==> config.mk <==
export PLATFORM = sky130hd
export DESIGN_NAME = uart_tx_sched
export DESIGN_NICKNAME = d
export VERILOG_FILES = /design/src/rtl/uart_tx_sched.sv
export SDC_FILE = /design/constraint.sdc
export NUM_CORES = 1
export LEC_CHECK = 0
export ABC_AREA = 1
export CELL_PAD_IN_SITES_DETAIL_PLACEMENT = 0
export CELL_PAD_IN_SITES_GLOBAL_PLACEMENT = 1
export CORE_MARGIN = 4
export CORE_UTILIZATION = 30
export CTS_CLUSTER_DIAMETER = 40
export CTS_CLUSTER_SIZE = 10
export DETAILED_ROUTE_END_ITERATION = 10
export PLACE_DENSITY_LB_ADDON = 0.1
export SLEW_MARGIN = 15
export SYNTH_ARGS = -nofsm -noshare
export SYNTH_HDL_FRONTEND = slang
export SYNTH_SLANG_ARGS = --single-unit
==> constraint.sdc <==
create_clock -name clk_i -period 2.1 [get_ports clk_i]
set_input_delay 0.63 -clock clk_i [delete_from_list [all_inputs] [get_ports clk_i]]
set_output_delay 0.63 -clock clk_i [all_outputs]
set_load 0.02 [all_outputs]
==> src/rtl/uart_tx_sched.sv <==
// ---------------------------------------------------------------------------
// uart_tx_sched
//
// Shares a single 8N1 UART transmit line between NUM_REQ byte producers.
// A round-robin arbiter picks one requester while the line is idle. The
// accepted byte is then sent in full: start bit, DATA_W data bits LSB first,
// and a stop bit. Only after that is the next byte granted. Bit timing comes
// from an external oversampling clock-enable: RATIO pulses make one bit.
//
// Parameters
//   NUM_REQ  number of requesters (>= 2)
//   DATA_W   data bits per frame
//   RATIO    CE pulses per bit period (must match the CE generator)
//
// Ports
//   clk_i         clock
//   rstn_i        asynchronous active-low reset
//   uart_ce_i     one-clk oversampling enable, RATIO pulses per bit
//   req_valid_i   per-requester byte valid, held until accepted
//   req_data_i    requester k's byte is [k*DATA_W +: DATA_W]
//   req_ready_o   one-hot accept strobe (only in IDLE, combinational)
//   tx_o          registered serial line, idle high
//   busy_o        high while a frame is in flight
//   gnt_id_o      index of the last/current granted requester
//   frame_done_o  one-clk pulse once the stop bit has completed
// ---------------------------------------------------------------------------
module uart_tx_sched #(
    parameter int NUM_REQ = 4,
    parameter int DATA_W  = 8,
    parameter int RATIO   = 8
) (
    input  logic                        clk_i,
    input  logic                        rstn_i,
    input  logic                        uart_ce_i,
    input  logic [NUM_REQ-1:0]          req_valid_i,
    input  logic [NUM_REQ*DATA_W-1:0]   req_data_i,
    output logic [NUM_REQ-1:0]          req_ready_o,
    output logic                        tx_o,
    output logic                        busy_o,
    output logic [$clog2(NUM_REQ)-1:0]  gnt_id_o,
    output logic                        frame_done_o
);

    localparam int ID_W   = $clog2(NUM_REQ);
    localparam int TICK_W = (RATIO > 1) ? $clog2(RATIO) : 1;
    localparam int BIT_W  = (DATA_W > 1) ? $clog2(DATA_W) : 1;

    localparam logic [TICK_W-1:0] TICK_LAST = TICK_W'(RATIO - 1);
    localparam logic [BIT_W-1:0]  BIT_LAST  = BIT_W'(DATA_W - 1);
    localparam logic [ID_W-1:0]   LAST_RST  = ID_W'(NUM_REQ - 1);

    typedef enum logic [1:0] {
        ST_IDLE,
        ST_START,
        ST_DATA,
        ST_STOP
    } state_t;

    state_t              state_q, state_d;
    logic [DATA_W-1:0]   shift_q;
    logic [TICK_W-1:0]   tick_q;
    logic [BIT_W-1:0]    bit_q;
    logic                tx_q;
    logic [ID_W-1:0]     gnt_q;
    logic [ID_W-1:0]     last_q;
    logic                done_q;

    logic                win_found;
    logic [ID_W-1:0]     win_id;
    int                  cand;
    logic [ID_W-1:0]     cand_id;
    logic                accept;
    logic                bit_end;

    // -----------------------------------------------------------------------
    // Round-robin search starting one past the last grant.
    // -----------------------------------------------------------------------
    always_comb begin
        // NOTE: every variable gets a default before any conditional write,
        // otherwise paths that skip the assignment would infer a latch.
        win_found = 1'b0;
        win_id    = last_q;
        cand      = 0;
        cand_id   = '0;
        for (int i = 1; i <= NUM_REQ; i++) begin
            cand = int'(last_q) + i;
            if (cand >= NUM_REQ) begin
                cand = cand - NUM_REQ;
            end
            cand_id = ID_W'(cand);
            if (!win_found && req_valid_i[cand_id]) begin
                win_found = 1'b1;
                win_id    = cand_id;
            end
        end
    end

    // Grants are withheld for the one IDLE cycle in which frame_done_o is
    // high, so the next ready appears the cycle after the done pulse and the
    // line stays high for at least one clk between frames.
    assign accept  = (state_q == ST_IDLE) && !done_q && win_found;

    // A bit period ends on the RATIO-th CE pulse counted in a busy state.
    assign bit_end = (state_q != ST_IDLE) && uart_ce_i && (tick_q == TICK_LAST);

    // -----------------------------------------------------------------------
    // FSM: state register
    // -----------------------------------------------------------------------
    always_ff @(posedge clk_i or negedge rstn_i) begin
        if (!rstn_i) begin
            state_q <= ST_IDLE;
        end else begin
            // NOTE: sequential state is written with non-blocking assignments
            // so every flop samples the values from before the clock edge.
            state_q <= state_d;
        end
    end

    // -----------------------------------------------------------------------
    // FSM: next-state logic
    // -----------------------------------------------------------------------
    always_comb begin
        state_d = state_q;
        unique case (state_q)
            ST_IDLE:  if (accept)  state_d = ST_START;
            ST_START: if (bit_end) state_d = ST_DATA;
            ST_DATA:  if (bit_end && (bit_q == BIT_LAST)) state_d = ST_STOP;
            ST_STOP:  if (bit_end) state_d = ST_IDLE;
            default:  state_d = ST_IDLE;
        endcase
    end

    // -----------------------------------------------------------------------
    // FSM: outputs
    // -----------------------------------------------------------------------
    always_comb begin
        req_ready_o = '0;
        // Gated by rstn_i so that no accept strobe leaks out during reset,
        // even though the arbiter sees live valids.
        if (accept && rstn_i) begin
            req_ready_o[win_id] = 1'b1;
        end
        busy_o = (state_q != ST_IDLE);
    end

    // -----------------------------------------------------------------------
    // Datapath: capture, tick/bit counters, serializer, done pulse
    // -----------------------------------------------------------------------
    always_ff @(posedge clk_i or negedge rstn_i) begin
        if (!rstn_i) begin
            // NOTE: the shift register is reset as well even though it is
            // always reloaded before use; this keeps it free of X after reset.
            shift_q <= '0;
            tick_q  <= '0;
            bit_q   <= '0;
            tx_q    <= 1'b1;
            gnt_q   <= '0;
            last_q  <= LAST_RST;
            done_q  <= 1'b0;
        end else begin
            done_q <= 1'b0;
            if (accept) begin
                shift_q <= req_data_i[win_id*DATA_W +: DATA_W];
                gnt_q   <= win_id;
                last_q  <= win_id;
                tx_q    <= 1'b0;
                tick_q  <= '0;
                bit_q   <= '0;
            end else if ((state_q != ST_IDLE) && uart_ce_i) begin
                if (bit_end) begin
                    tick_q <= '0;
                end else begin
                    tick_q <= tick_q + 1'b1;
                end

                if (bit_end) begin
                    unique case (state_q)
                        ST_START: begin
                            tx_q    <= shift_q[0];
                            shift_q <= shift_q >> 1;
                        end
                        ST_DATA: begin
                            if (bit_q == BIT_LAST) begin
                                tx_q <= 1'b1;
                            end else begin
                                tx_q    <= shift_q[0];
                                shift_q <= shift_q >> 1;
                                bit_q   <= bit_q + 1'b1;
                            end
                        end
                        ST_STOP: begin
                            done_q <= 1'b1;
                        end
                        default: ;
                    endcase
                end
            end
        end
    end

    assign tx_o         = tx_q;
    assign gnt_id_o     = gnt_q;
    assign frame_done_o = done_q;

endmodule

# --- Yosys cells after proc, flatten, opt, wreduce, memory -nomap -nowiden ---
# Cells that the tools add are included.
op_classes:
  addsub: 10
  n_lt_le_gt_ge: 10
  n_eq_ne: 11
  shift: 1
  mux: 50
  n_reduce_logical: 24
ops:
  columns: ["cell", "count"]
  rows:
  - ["8-bit two-way mux", 4]
  - ["32-bit by 6-bit variable part select with 8-bit output", 1]
  - ["2-bit two-way mux", 12]
  - ["3-bit two-way mux", 8]
  - ["1-bit two-way mux", 17]
  - ["8-bit case mux with 2 select lines", 1]
  - ["2-bit by 3-bit less-than comparator with 1-bit output (second input constant)", 5]
  - ["4-bit AND reduction", 3]
  - ["1-bit logical AND", 10]
  - ["2-bit inequality test (second input constant)", 5]
  - ["3-bit greater-or-equal comparator (second input constant)", 3]
  - ["1-bit binary-select mux with 2-bit select", 4]
  - ["2-bit case mux with 4 select lines", 1]
  - ["2-bit nonzero test", 4]
  - ["2-bit by 1-bit subtractor with 2-bit output (second input constant)", 4]
  - ["2-bit by 2-bit adder with 3-bit output (second input constant)", 2]
  - ["3-bit by 1-bit adder with 3-bit output (second input constant)", 2]
  - ["3-bit == test (second input constant)", 2]
  - ["2-bit by 3-bit adder with 4-bit output (second input constant)", 1]
  - ["2-bit == test (second input constant)", 2]
  - ["4-bit by 3-bit greater-or-equal comparator with 1-bit output (second input constant)", 1]
  - ["1-bit logical NOT", 4]
  - ["4-bit two-way mux", 1]
  - ["2-bit by 1-bit adder with 3-bit output (second input constant)", 1]
  - ["8 further kinds", 8]
totals:
  ff_bits: 22
  out_inout_bits: 9

# --- Longest topological paths before layout ---
# Gate-level depths: netlist of run 1.
logic_depth:
  ltp_word: 20
  mapped_depth: 16

# --- Worst setup path after synthesis of run 1 ---
# No wires, ideal clock.
synth_path:
  path_type: "reg2out"
  from: "register last_q[0]"
  to: "output port req_ready_o[1]"
  t_arrival_ns: 1.901
  required_ns: 1.470
  slack_ns: -0.431
  path_stages_with_launch: 13
  path_buffers: 2
  path_cell_list: "dfstp_2 buf_6 inv_4 nand2_1 nand3_1 nand2_1 nand2_2 nand2_1 nand2_2 nand2_2 buf_6 inv_2 nor3_1"
synth_via:
  elab_chain_len: 20
  word_cells_on_any_way: 46
synth_rtl:
  columns: ["item", "line_no", "source"]
  rows:
  - ["start, declared", "65", "logic [ID_W-1:0] last_q;"]
  - ["start signal, assigned", "165", "last_q <= win_id;"]
  - ["2-bit by 1-bit adder with 3-bit output", "86", "cand = int'(last_q) + i;"]
  - ["3-bit greater-or-equal comparator or 2-bit by 1-bit subtractor with 2-bit output (tied branches)", "87, 88", null]
  - ["2-bit two-way mux", "87", "if (cand >= NUM_REQ) begin"]
  - ["1-bit binary-select mux with 2-bit select", "91", "if (!win_found && req_valid_i[cand_id]) begin"]
  - ["1-bit two-way mux (not written as such)", "91", null]
  - ["1-bit two-way mux", "91", null]
  - ["1-bit logical NOT", "91", null]
  - ["1-bit logical AND", "91", null]
  - ["[... 4 more ...]", null, null]
  - ["1-bit logical NOT", "91", null]
  - ["1-bit logical AND", "91", null]
  - ["2-bit two-way mux", "91", null]
  - ["2-bit by 3-bit less-than comparator with 1-bit output (not written as such) or 2-bit by 1-bit greater-or-equal comparator with 1-bit output (tied branches)", "141", "req_ready_o[win_id] = 1'b1;"]
  - ["1-bit logical AND (not written as such)", "141", null]
  - ["1-bit two-way mux (not written as such)", "141", null]
  - ["1-bit demux with 2-bit select", "141", null]
  - ["4-bit two-way mux (*)", "140", "if (accept && rstn_i) begin"]
  - ["end, declared", "37", "output logic [NUM_REQ-1:0] req_ready_o,"]
# Mark *: on every way between the ends. The rest lies on a longest branch, timed or not. The select of a mux whose other input is x is not followed.

# --- Worst setup path in the final report of run 1 ---
layout_path:
  from: "register last_q[0]"
  to: "output port req_ready_o[2]"
# Same word-level chain as after synthesis.

==> metrics.md, run 1 <==
| Metric | Value |
|---|---|
| Max-Slew Margin vs Limit | `0.817` |
| Clock transition at path regs | `0.08 ns` |
| Kind of start point of the critical path | `flip-flop` |
| Area enclosed by the die boundary | `7130 sq um` |
| DR iter-0 viols | `56` |
| Clk sinks | `22` |
| Max Transition Viols Final | `0` |
| Wirelength, routed | `4910 microns` |
| Root buffer selected by CTS | `clkbuf_8` |
| Top-level I/O count | `48` |
| Overall routing resource usage | `0.142` |
| Fraction of post-synthesis cell area in the top cell type by area | `0.271` |
| Final net count | `a little under 400` |
| Area occupied by multi-input gates | `1200 sq um` |
| Run status | `finished, violations left` |
| Final critical-path share of the clock period | `1.27` |
| Worst Path Required | `1.47 ns` |
| Total via count after detailed routing | `1,860` |
| HPWL after detailed placement | `3640 microns` |
| Final core area utilization | `0.519` |
| Number of violations of the max-capacitance limit | `0` |
| Maximum clock skew at final layout | `0.00226 ns` |
| GRT overflow | `0` |
| Count of flip-flops with a built-in enable after synthesis | `0` |
| Post-synth top area cell | `dfrtp_1` |
| Violations in the final reports | `setup timing` |
| Final Cell Area | `2890 sq um` |
| Gate Count Post-Synth | `265` |
| Number of inserted filler cells in the final layout | `around 540` |
| Synth Cell Area | `approximately 1800 sq um` |
| Critical setup path kind | `flip-flop to output pin` |
| Post-route ant nets | `0` |
| Area used by sequential logic in the layout | `554 sq um` |
| DR pass1 iterations | `4` |
| Final setup violation count | `7` |
| Area added between synthesis and finish | `64.9%` |
| Fraction of registers with async set/reset | `1.00` |
| CTS tree | `built` |
| Routability cong. | `about 0.83` |
| Final number of hold-violating endpoints | `0` |
| Global-route wire length before repair | `8430 microns` |
| Largest fanout of any net on the critical path | `7` |
| Largest cells by area after synthesis | `dfrtp_1 27%, nand2_1 23%, nand3_1 6.9%` |
| Port Buffer Count | `47` |
| Leakage Power | `1.51 nW` |
| DP Area | `2550 sq um` |
| Yosys warning count | `0` |
| Number of vias per cell after detailed routing | `~4.4` |
| Launch point of the critical path | `last_q[0]` |
| Leading post-synthesis cells by instance count | `107 x nand2_1, 31 x inv_1, 24 x nand3_1` |
| Unrepaired setup endpoints after global routing | `true` |
| PnR Total Power | `4.68 mW` |
| Flip-flop cell with the highest count after synthesis | `dfrtp_1` |
| Final critical path time including I/O delays and setup | `2.66 ns` |
| Setup slack at placement | `-1.17 ns` |
| Measured slew at the worst slew-check pin | `around 0.27 ns` |
| Crit Reg-Reg Startpoint | `last_q[0]` |
| Fraction of layout cells with a size suffix above 1 | `0.312` |
| Die boundary height | `84.4 microns` |
| Placeable core region | `5570 sq um` |
| Clock latency at the later pin of the worst-skew pair | `~0.26 ns` |
| Sort of element at the end of the critical path | `output pin` |
| Maximum vdd drop | `0.00112 V` |
| Hold WC Path Type | `flip-flop to flip-flop` |
| Critical Path AT | `about 2.0 ns` |
| Pwr/cell area | `roughly 1600 nW/um^2` |
| Number of library cell types mapped by synthesis | `24` |
| Number of buffers created by CTS | `3` |
| Fmax | `376 MHz` |
| Startpoint of the tightest hold check path | `gnt_id_o[0]` |
| Initial antenna violation count | `0` |
| Largest net degree at the start of global routing | `23` |
| Initial core utilization | `0.314` |
| Net count after synthesis | `around 310` |
| Antenna Cells | `0` |
| Vias in the first global route | `1,781` |
| Part of the Yosys area used for sequential elements | `0.316` |
| Placement Rows | `27` |
| Largest buffer count on any clock path | `2` |
| Sum of negative setup slack | `-2.27 ns` |
| Post-route DRC violation count | `0` |
| Count leader, synth | `nand2_1` |
| Syn avg cell area | `about 6.6 sq um` |
| Drt wl/cell | `~12 microns` |
| Seq cells post-synth | `22` |
| Min setup slack post-route | `-0.562 ns` |
| Count of H-tree levels built during CTS | `1` |
| Width of the die | `84.4 microns` |
| Total of hold buffers inserted after clock tree synthesis | `0` |
## repair_timing
action | CTS | global route
resized for setup | 57 | 28
setup endpoints to repair | 15 | 16
hold endpoints to repair | 0 | 0
buffers inserted | 6 | 5
pin swaps | 18 | 11
## stage by stage
step	cells	hold slack (ns)
after floorplan	265	0.334
after global placement	408	0.468
after detailed placement	408	0.467
after CTS	418	0.487
after global routing	421	0.510
final	421	0.482
## final timing paths
path | slack (ns) | endpoint | cells past startpoint
max | -0.56 | req_ready_o[2] | 10
min | 0.48 | gnt_id_o[0] | 2
max reg2reg | -0.03 | shift_q[0] | 13
min reg2reg | 0.48 | gnt_id_o[0] | 2
max in group asynchronous | 0.98 | tx_o | 2
min in group asynchronous | 0.84 | state_q[0] | 2
## power by group
| group | internal [mW] | leakage (nW) | switching (mW) |
|---|---|---|---|
| sequential | 0.603 | 0.269 | 0.0964 |
| clock | 0.255 | 0.0357 | 0.138 |
| combinational | 1.58 | 1.20 | 2.01 |
## metal layers
| layer | routed length, microns | vias to the layer above | GRT usage |
|---|---|---|---|
| met4 | 58 | 0 | 0.0432 |
| li1 | - | 1001 | - |
| met5 | 0 | - | 0 |
| met2 | 2180 | 29 | 0.220 |
| met3 | 149 | 5 | 0.0147 |
| met1 | 2520 | 825 | 0.209 |
## sequential cells by signal, indices dropped and copies added, names as in the netlist
signal,count
shift_q,8
last_q,2
frame_done_o,1
state_q,2
bit_q,3
gnt_id_o,2
tx_o,1
tick_q,3
## layout by cell type (no fill, tap or decap)
cell type and count:
a21oi_1 3, a21oi_2 1, buf_12 2, buf_4 34
buf_6 9, bufinv_16 1, clkbuf_8 3, clkdlybuf4s50_1 38
clkinv_4 1, dfrtp_1 19, dfstp_2 3, dlygate4sd2_1 5
ha_1 9, inv_1 30, inv_2 1, inv_4 4
nand2_1 77, nand2_2 27, nand2_4 10, nand3_1 17
nand3_2 7, nand3_4 1, nand3b_1 14, nand4_1 2
nor2_1 9, nor2_4 1, nor3_1 1, nor3_4 4
o21a_1 1, o21ai_0 12, o22ai_1 1, xor2_1 2
## layout make-up
type / instances / share of cell area
clock buffer: 3 / 0.0143
inverter: 36 / 0.0519
multi-input combinational: 199 / 0.416
timing repair buffer: 88 / 0.284
clock inverter: 1 / 0.0104
tap: 72 / 0.0312
sequential: 22 / 0.192
## cells by family (layout without fill, tap and decap cells)
kind of cell             after synthesis  count (layout)  synth area share
XOR/XNOR                               2               2           0.00999
adder cells (fa/ha/maj)                9               9            0.0642
buffers and inverters                 44             128             0.118
flip-flops                            22              22             0.316
AND/OR/NAND/NOR                      170             170             0.435
AO/OA/AOI/OAI                         18              18            0.0557
## critical path: stages (launching register included)
cell      delay, ns
dfstp_2        0.61
clkinv_4       0.12
nand2_2        0.11
nand3_4        0.08
buf_4          0.14
nand3_1        0.07
nand3_1        0.09
nand2_2        0.11
nand2_4        0.10
nor3_4         0.21
buf_6          0.14
Note: power is estimated with default switching activity, not from simulation.
==> run 2: changes to the inputs <==
Settings changed: CORE_UTILIZATION 30 to 33.
Clock period 2.1 ns to 2.8 ns, I/O delays scaled along.
==> run 2 against run 1 <==
The flow still finishes with violations (setup timing); worst setup slack improved by 0.49 ns; final area decreased by 7.8%; core utilization about the same; total power decreased by 35%; largest cell class unchanged.
==> metrics.md, run 2 (synthesized netlist as in run 1, its figures left out) <==
| Metric | Value |
|---|---|
| Final critical-path share of the clock period | `1.03` |
| Final non-filler cell total | `417 (-0.95%)` |
| Largest fanout of any net on the critical path | `4 (-3)` |
| Leakage Power | `1.40 nW (-6.9%)` |
| Clk sinks | `22 (unchanged)` |
| Total via count after detailed routing | `1,866 (+0.32%)` |
| Drt wl/cell | `11.6 microns (-0.64%)` |
| Cell with the most instances on the worst path | `nand2_2` |
| Placeable core region | `5140 sq um (-7.8%)` |
| Min setup slack post-route | `-0.0772 ns (+0.485 ns)` |
| Clock latency at the later pin of the worst-skew pair | `0.26 ns (about the same)` |
| Crit-path cells | `buf_2 > nand2_2 > nand2_4 > nand2_2 > nand2_2 > inv_4 > nand4_1 > nand2_4 > inv_2 > nor3_2 > buf_4` |
| Worst Path Required | `1.96 ns (+0.49 ns)` |
| Worst hold stages | `2 (unchanged)` |
| Largest register by flop count | `shift_q` |
| Post-route ant nets | `0 (unchanged)` |
| Kind of start point of the critical path | `primary input` |
| Registers with the highest flip-flop counts | `shift_q: 8 flops, bit_q: 3 flops, tick_q: 3 flops` |
| Pwr/cell area | `1150 nW/um^2 (-29%)` |
| Number of violations of the max-capacitance limit | `0 (unchanged)` |
| Final number of hold-violating endpoints | `0 (unchanged)` |
| Worst reg2reg path endpoint | `shift_q[0]` |
| Cells after DPL | `395 (-3.2%)` |
| Fmax | `348 MHz` |
| Commonest non-fill, non-tap cell in the layout | `nand2_1` |
| Sum of negative setup slack | `-0.154 ns (+2.12 ns)` |
| Max reg flops | `8 (unchanged)` |
| Final critical path time including I/O delays and setup | `between 2 and 3 ns` |
| Top-level I/O count | `48 (unchanged)` |
| Setup slack at placement | `-0.878 ns (+0.294 ns)` |
| Area added between synthesis and finish | `52.0%` |
| Initial core utilization | `0.341 (+0.0266)` |
| Largest net degree at the start of global routing | `23 (unchanged)` |
| Number of vias per cell after detailed routing | `4.47 (+1.3%)` |
| Unrepaired setup endpoints after global routing | `true` |
| Wirelength, routed | `4840 microns (-1.6%)` |
| Post-route DRC violation count | `0 (unchanged)` |
| Clock transition at path regs | `0.07 ns (about the same)` |
| Launch point of the critical path | `req_valid_i[2]` |
| Area enclosed by the die boundary | `6540 sq um (-8.3%)` |
| Count of H-tree levels built during CTS | `1 (unchanged)` |
| Overall routing resource usage | `0.150 (+0.00718)` |
| Max-Slew Margin vs Limit | `0.687 (-0.130)` |
| Number of buffers created by CTS | `3 (unchanged)` |
| Violations in the final reports | `setup timing` |
| Sort of element at the end of the critical path | `output pin` |
| Port Buffer Count | `47 (unchanged)` |
| Placement Rows | `26 (-3.7%)` |
| DR iter-0 viols | `48 (-14%)` |
| Number of buffers and inverters on the critical path | `4 (+1)` |
| Crit path max-delay cell type | `nand4_1` |
| Final net count | `396 (-0.50%)` |
| Number of inserted filler cells in the final layout | `545 (+0.18%)` |
| GRT overflow | `0 (unchanged)` |
| Vias in the first global route | `1,679 (-5.7%)` |
| Width of the die | `80.9 microns (-4.2%)` |
| Top library cells by usage in the layout, fill and taps aside | `89 x nand2_1, 40 x buf_4, 39 x clkdlybuf4s50_1` |
| CTS tree | `built` |
| Global-route wire length before repair | `7880 microns (-6.5%)` |
| Crit Reg-Reg Startpoint | `last_q[0]` |
| Worst slack on hold paths | `0.489 ns (+0.00665 ns)` |
| Measured slew at the worst slew-check pin | `0.468 ns (+0.194 ns)` |
| Die boundary height | `80.9 microns (-4.2%)` |
| Number of stages on the worst setup path | `11 (+1)` |
| Critical setup path kind | `primary input to output pin` |
| HPWL after detailed placement | `3500 microns (-3.7%)` |
| Startpoint of the tightest hold check path | `gnt_id_o[0]` |
| Fraction of layout cells with a size suffix above 1 | `0.268 (-0.0443)` |
| Hold WC Path Type | `flip-flop to flip-flop` |
| Gate family responsible for the most delay along the worst path | `simple AND/OR/NAND/NOR gates` |
| Root buffer selected by CTS | `clkbuf_8` |
| Routability cong. | `0.881 (+5.8%)` |
| Worst setup slack for register-to-register paths | `0.09 ns (+0.12 ns)` |
| Final setup violation count | `3 (-4)` |
| Initial antenna violation count | `0 (unchanged)` |
| Maximum vdd drop | `0.000562 V (-50%)` |
| Antenna Cells | `0 (unchanged)` |
| Largest buffer count on any clock path | `2 (unchanged)` |
| Count of cells along the worst register-to-register path | `18 (+5)` |
| Max Transition Viols Final | `0 (unchanged)` |
| Total of hold buffers inserted after clock tree synthesis | `0 (unchanged)` |
| Delay of the slowest cell on the worst path | `0.19 ns (-0.42 ns)` |
| Run status | `finished, violations left` |
| DR pass1 iterations | `4 (unchanged)` |
| Maximum clock skew at final layout | `0.00393 ns (+0.00166 ns)` |
| Critical Path AT | `2.04 ns (about the same)` |
| Capture point of the worst path | `req_ready_o[1]` |
-- run 2: changes by cell type in the layout (fill, tap and decap cells not counted), sizes merged --
cell	previous run	this run
bufinv	1	0
clkbuf	3	4
buf	45	47
clkinv	1	0
inv	35	36
dlygate4sd2	5	0
clkdlybuf4s50	38	39
-- run 2: worst min-delay path: cells and delay by family (launching register included) --
kind | cells | cell delay (ns)
AND/OR/NAND/NOR | 2 | 0.11
flip-flops | 1 | 0.35
-- run 2: area by class of cell --
| cell class | count | area [sq um] | area share |
|---|---|---|---|
| multi-input combinational | 199 | 1090 | 0.410 |
| timing repair buffer | 86 | 744 | 0.279 |
| sequential | 22 | 554 | 0.208 |
| inverter | 36 | 140 | 0.0526 |
| tap | 70 | 87.6 | 0.0329 |
| clock buffer | 4 | 45.0 | 0.0169 |
-- run 2: timing repair --
action                                  CTS  global route
buffers inserted                         15             3
pin swaps                                19            13
gates resized for setup                  56            14
gates cloned                              0             0
endpoints found under the setup margin    4            12
-- run 2: per-stage QoR --
step	power [mW]	utilization	cell area, sq um
5_1_grt	3.38	0.519	2670
3_3_place_gp	2.49	0.469	2410
4_1_cts	2.95	0.505	2600
3_5_place_dp	2.49	0.469	2410
2_1_floorplan	1.89	-	1760
6_report	3.06	0.519	2670
-- run 2: power by group --
part	switching [mW]	internal, mW	leakage, nW	total [mW]
clock	0.0975	0.101	0.0228	0.199
combinational	1.32	1.01	1.11	2.33
sequential	0.0808	0.453	0.269	0.534
total	1.50	1.56	1.40	3.06
-- run 2: layer usage --
metal	routed length (microns)	vias up	GRT usage
met5	0	-	0
met4	27	0	0.0304
met3	182	4	0.0211
met2	2260	23	0.231
met1	2370	847	0.222
li1	-	992	-
-- run 2: worst min-delay path by stage --
stage                     slack, ns     endpoint
final                          0.49  gnt_id_o[0]
after global routing           0.52  gnt_id_o[1]
after CTS                      0.49  gnt_id_o[0]
after detailed placement       0.47  gnt_id_o[0]
after global placement         0.47  gnt_id_o[0]
after floorplan                0.48   shift_q[2]
